[config.mk]
export PLATFORM = sky130hd
export DESIGN_NAME = vector_operand_fetch
export DESIGN_NICKNAME = d
export VERILOG_FILES = /design/src/rtl/vector_operand_fetch.sv
export SDC_FILE = /design/constraint.sdc
export NUM_CORES = 1
export LEC_CHECK = 0
export CAP_MARGIN = 40
export CORE_AREA = 3 3 211 213
export CTS_BUF_LIST = sky130_fd_sc_hd__clkbuf_16
export DETAILED_ROUTE_END_ITERATION = 6
export DIE_AREA = 0 0 214 216
export GPL_TIMING_DRIVEN = 0
export RECOVER_POWER = 25
export SYNTH_ARGS = -nofsm -noshare
export SYNTH_HDL_FRONTEND = slang
export SYNTH_SLANG_ARGS = --single-unit
[constraint.sdc]
create_clock -name clk -period 2.7 [get_ports clk]
set_clock_uncertainty 0.1 [all_clocks]
set_input_delay 0.27 -clock clk [delete_from_list [all_inputs] [get_ports clk]]
set_output_delay 0.27 -clock clk [all_outputs]
set_load 0.02 [all_outputs]
[src/rtl/vector_operand_fetch.sv]
// vector_operand_fetch
//   Fetches one pair of vector operands from a register file whose read
//   ports are narrower than a vector. Each vector is read as three
//   64-bit chunks over three strobe cycles. Each returning chunk is placed
//   into op1/op2. A one-cycle flag marks the point where both operands and
//   the latched operation code are complete.
//
// Ports
//   clk        in   clock, rising edge
//   rst        in   synchronous active-high reset
//   start      in   fetch request, sampled only while idle
//   rs1, rs2   in   source vector register indices
//   funct_in   in   operation code passed through to the adder
//   rf_rd_en   out  register-file read strobe
//   rf_addr1/2 out  read addresses {rs, chunk}, zero when not strobing
//   rf_rdata1/2 in  read data, valid one cycle after the strobe
//   op1, op2   out  assembled operands (lane 0 = bits 7:0)
//   flag       out  one-cycle strobe: op1/op2/funct valid
//   funct      out  latched operation code
//   busy       out  high whenever a fetch is in progress
module vector_operand_fetch #(
    parameter int unsigned LANES   = 24,
    parameter int unsigned LANE_W  = 8,
    parameter int unsigned CHUNK_W = 64
) (
    input  logic                      clk,
    input  logic                      rst,
    input  logic                      start,
    input  logic [3:0]                rs1,
    input  logic [3:0]                rs2,
    input  logic [2:0]                funct_in,
    output logic                      rf_rd_en,
    output logic [5:0]                rf_addr1,
    output logic [5:0]                rf_addr2,
    input  logic [CHUNK_W-1:0]        rf_rdata1,
    input  logic [CHUNK_W-1:0]        rf_rdata2,
    output logic [LANES*LANE_W-1:0]   op1,
    output logic [LANES*LANE_W-1:0]   op2,
    output logic                      flag,
    output logic [2:0]                funct,
    output logic                      busy
);

    localparam int unsigned VEC_W      = LANES * LANE_W;
    localparam int unsigned NCHUNK     = VEC_W / CHUNK_W;
    localparam logic [1:0]  LAST_CHUNK = 2'(NCHUNK - 1);

    typedef enum logic [1:0] {
        S_IDLE,
        S_REQ,
        S_DRAIN,
        S_DONE
    } state_t;

    state_t             state_q, state_d;
    logic [1:0]         cnt_q, cnt_d;
    logic [3:0]         rs1_q, rs1_d;
    logic [3:0]         rs2_q, rs2_d;
    logic [2:0]         funct_q, funct_d;
    // Tracks which chunk the read data on the bus belongs to. The data
    // arrives one cycle after its strobe.
    logic               cap_v_q, cap_v_d;
    logic [1:0]         cap_idx_q, cap_idx_d;
    logic [VEC_W-1:0]   op1_q, op1_d;
    logic [VEC_W-1:0]   op2_q, op2_d;

    always_ff @(posedge clk) begin
        if (rst) begin
            state_q   <= S_IDLE;
            cnt_q     <= '0;
            rs1_q     <= '0;
            rs2_q     <= '0;
            funct_q   <= '0;
            cap_v_q   <= 1'b0;
            cap_idx_q <= '0;
            op1_q     <= '0;
            op2_q     <= '0;
        end else begin
            state_q   <= state_d;
            cnt_q     <= cnt_d;
            rs1_q     <= rs1_d;
            rs2_q     <= rs2_d;
            funct_q   <= funct_d;
            cap_v_q   <= cap_v_d;
            cap_idx_q <= cap_idx_d;
            op1_q     <= op1_d;
            op2_q     <= op2_d;
        end
    end

    always_comb begin
        state_d   = state_q;
        cnt_d     = cnt_q;
        rs1_d     = rs1_q;
        rs2_d     = rs2_q;
        funct_d   = funct_q;
        rf_rd_en  = 1'b0;
        rf_addr1  = '0;
        rf_addr2  = '0;
        flag      = 1'b0;
        busy      = (state_q != S_IDLE);

        case (state_q)
            S_IDLE: begin
                if (start) begin
                    rs1_d   = rs1;
                    rs2_d   = rs2;
                    funct_d = funct_in;
                    cnt_d   = '0;
                    state_d = S_REQ;
                end
            end
            S_REQ: begin
                rf_rd_en = 1'b1;
                rf_addr1 = {rs1_q, cnt_q};
                rf_addr2 = {rs2_q, cnt_q};
                cnt_d    = cnt_q + 2'd1;
                if (cnt_q == LAST_CHUNK) begin
                    cnt_d   = '0;
                    state_d = S_DRAIN;
                end
            end
            S_DRAIN: begin
                state_d = S_DONE;
            end
            S_DONE: begin
                flag    = 1'b1;
                state_d = S_IDLE;
            end
            default: begin
                state_d = S_IDLE;
            end
        endcase
    end

    // Chunk capture. Older chunks of a previous fetch remain until this
    // fetch overwrites them one by one.
    always_comb begin
        cap_v_d   = rf_rd_en;
        cap_idx_d = cnt_q;
        op1_d     = op1_q;
        op2_d     = op2_q;
        if (cap_v_q) begin
            for (int unsigned k = 0; k < NCHUNK; k++) begin
                if (cap_idx_q == 2'(k)) begin
                    op1_d[k*CHUNK_W +: CHUNK_W] = rf_rdata1;
                    op2_d[k*CHUNK_W +: CHUNK_W] = rf_rdata2;
                end
            end
        end
    end

    assign op1   = op1_q;
    assign op2   = op2_q;
    assign funct = funct_q;

endmodule

==> impl_results.rst <==
.. list-table::
   :header-rows: 1

   * - Metric
     - Value
   * - Status
     - finished clean
   * - Unrepaired setup endpoints after global routing
     - false
   * - Via count normalized by instance count
     - approximately 4.7
   * - Max-slew violation count
     - 0
   * - Total placed instance area
     - 0.0202 mm²
   * - Number of nets still failing antenna checks after routing
     - 0
   * - Number of cells produced by synthesis
     - approximately 1800
   * - Worst Hold Class
     - input pin to register
   * - First-pass GRT wire length
     - around 83000 µm
   * - Starting utilization of the core area
     - 32.7%
   * - Num ports
     - 544
   * - Via count of the first global-routing pass
     - approximately 14000
   * - Number of enable-type register cells in the synthesized netlist
     - 0
   * - Combined area of all synthesized cells
     - about 0.014 mm²
   * - Average routed wire per standard cell
     - approximately 19 µm
   * - Yosys warns
     - 0
   * - Core Util, Final
     - 50.2%
   * - Maxcap violations
     - 0
   * - Share of synthesized registers carrying an async set or reset
     - 0%
   * - Signal arrival time at the worst endpoint
     - ~2.2 ns
   * - Multi-input combinational cell area
     - 0.00527 mm²
   * - Number of antenna violations at the first check in global routing
     - 4
   * - Die boundary width
     - between 200 and 250 µm
   * - Maximum buffer depth of the clock tree
     - 3
   * - Residual DRC count
     - 0
   * - Count of clock tree sinks
     - 402
   * - Non-Filler Cell Area, Final
     - between 0.02 and 0.025 mm²
   * - WS Path Type
     - register to output port
   * - First-pass iteration count of the detailed router
     - 5
   * - Largest cells by area after synthesis
     - sky130_fd_sc_hd__dfxtp_1, sky130_fd_sc_hd__nand2_1, sky130_fd_sc_hd__a21oi_1
   * - Total of flip-flops plus latches after synthesis
     - approximately 400
   * - Routing usage on met3
     - under 10%
   * - Fillcell total
     - between 4000 and 5000
   * - Headroom to the max-slew limit
     - 20.6%
   * - Reported leakage power
     - between 7 and 8 nW
   * - Final setup violating endpoints
     - 0
   * - Pin count of the biggest net entering global routing
     - 13
   * - Total power density per cell area
     - between 700 and 800 mW/mm²
   * - Relative area change from synthesis to final layout
     - 53.5%
   * - Min-delay src
     - funct_in[2]
   * - Cell with the most instances after synthesis
     - sky130_fd_sc_hd__nand2_1
   * - Placeable core area
     - 0.0429 mm²
   * - Commonest cells in the synthesized netlist
     - sky130_fd_sc_hd__nand2_1, sky130_fd_sc_hd__dfxtp_1, sky130_fd_sc_hd__a21oi_1
   * - Fmax
     - ~0.39 GHz
   * - Root Buffer Master
     - sky130_fd_sc_hd__clkbuf_16
   * - Post-route fraction of the period consumed by the critical path
     - between 90% and 100%
   * - Routed Wire Length
     - 55500 µm
   * - Syn_nets
     - ~1900
   * - DP Wirelength
     - ~42000 µm
   * - Critical Path Fanout Max
     - 12
   * - VDD IR max
     - 0.000457 V
   * - # rows
     - between 70 and 80
   * - Setup TNS Final
     - 0 ns
   * - Routing layer with the top usage in global route
     - met2
   * - Synth area leader
     - sky130_fd_sc_hd__dfxtp_1
   * - Detailed Route Iter0 Violations
     - 753
   * - Final critical-path required period
     - ~2.5 ns
   * - Worst flop-to-flop path startpoint
     - cap_v_q
   * - Kind of capture point of the worst setup path
     - output port
   * - Top cell type's share of synthesized area
     - 57.4%
   * - Met2 Track Usage GR
     - 39.5%
   * - Overall via count from detail_route
     - 14100
   * - Post-synth top flop
     - sky130_fd_sc_hd__dfxtp_1
   * - Average footprint of a synthesized cell
     - between 7 and 8 µm²
   * - Post-CTS Hold Buffers
     - 0
   * - Die extent in y
     - 216 µm
   * - Post-CTS Repair Setup Buffers
     - 0
   * - Cts bufs inserted
     - 44
   * - Total routing resource utilization after global routing
     - 23.1%
   * - Clk_lat worst skew
     - roughly 0.55 ns
   * - Startpoint Class
     - register
   * - Data required, critical path
     - between 2 and 2.5 ns
   * - Distinct cell type count after synthesis
     - 23
   * - GPL Wtd Cong
     - approximately 0.84
   * - Die outline area
     - between 0.04 and 0.05 mm²
   * - Worst-path clk slew
     - 0.06 ns
   * - Port Buffer Count
     - approximately 540
   * - Ratio of cells with drive above 1 in the final layout
     - approximately 4.6%
   * - Sequential standard cell area
     - around 0.008 mm²
   * - Net total in the final layout
     - about 2500
   * - Crit path from
     - state_q[1]
   * - Remaining global-route overflow
     - 0
   * - Least-Margin Pin Slew
     - roughly 1.2 ns
   * - Final Hold Fails
     - 0
   * - Met1 track utilization from global routing
     - between 20% and 30%
   * - Share of the yosys chip area belonging to registers
     - a little under three fifths
   * - Clock tree from TritonCTS
     - yes
   * - Depth of the CTS H-tree
     - 2
## flip-flops by register name, summed over array words and instances (netlist names)
name	cells
cap_idx_d	2
cap_idx_q	2
state_q	2
rs1_q	4
op1	192
cap_v_q	1
rs2_q	4
op2	192
funct	3
## metal layers
metal,vias to the layer above,part of all wire [%]
li1,6854,-
met1,6616,41
met2,481,49
met3,102,7.2
met4,2,3.5
met5,-,0.014
## timing repair
item	in CTS	in global routing
endpoints found under the setup margin	12	2
endpoints found under the hold margin	0	0
gates resized for setup	1	1
## cell families (layout without fill, tap and decap cells)
group,after synthesis,in the layout,share of synthesized area (%)
buffers and inverters,138,758,5.06
DFF,402,402,57.4
AOI/OAI and AO/OA,400,400,14.4
adders and majority gates,6,6,0.535
other,0,5,0
muxes,2,2,0.143
and+or+nand+nor,819,819,22.5
## path summary, 6_finish.rpt
kind	end	cells after the start	slack [ns]
max	rf_addr2[1]	5	0.16
min	funct[2]	3	0.16
max reg2reg	op1[99]	5	0.29
min reg2reg	rs1_q[1]	2	0.35
## where the power goes
part	total, mW	switching (mW)	internal, mW	leakage [nW]
logic	2.91	1.70	1.21	3.31
registers	6.50	0.206	6.30	3.25
clock network	5.75	2.37	3.37	0.712
## area by class of cell
type | instances | share of cell area [%]
clock buffer | 45 | 5.23
buffer | 133 | 2.95
inverter | 4 | 0.0698
sequential | 402 | 37.4
clock inverter | 32 | 1.09
antenna | 5 | 0.0581
tap | 585 | 3.40
timing repair buffer | 544 | 25.3
multi-input combinational | 1227 | 24.5
## worst max-delay path, cell delays in order (launching register included)
cell and delay, ns:
sky130_fd_sc_hd__dfxtp_1 0.34, sky130_fd_sc_hd__inv_1 0.16, sky130_fd_sc_hd__ha_4 0.22, sky130_fd_sc_hd__and2_1 0.19
sky130_fd_sc_hd__buf_4 0.12, sky130_fd_sc_hd__clkdlybuf4s50_1 0.59
## metrics by stage
stage | std cells | hold WS, ns | total power, mW | setup slack (ns)
3_3_place_gp | 2894 | 0.338 | 9.51 | 0.428
4_1_cts | 2972 | 0.127 | 15.3 | 0.0139
5_1_grt | 2975 | 0.151 | 15.8 | 0.0376
3_5_place_dp | 2896 | 0.344 | 9.55 | 0.409
6_report | 2977 | 0.162 | 15.2 | 0.162
2_1_floorplan | 1767 | 0.306 | 8.08 | 1.08
## cells in the final DEF (no fill, tap or decap), types with 5 or more instances in the layout
cell and n:
sky130_fd_sc_hd__inv_1 17, sky130_fd_sc_hd__clkinv_1 10, sky130_fd_sc_hd__and2_1 11, sky130_fd_sc_hd__ha_1 5
sky130_fd_sc_hd__a21oi_1 396, sky130_fd_sc_hd__clkbuf_16 45, sky130_fd_sc_hd__buf_6 10, sky130_fd_sc_hd__diode_2 5
sky130_fd_sc_hd__clkdlybuf4s50_1 542, sky130_fd_sc_hd__clkbuf_1 81, sky130_fd_sc_hd__nand2_1 794, sky130_fd_sc_hd__dfxtp_1 402
sky130_fd_sc_hd__buf_2 40
(Power assumes the default switching activity.)
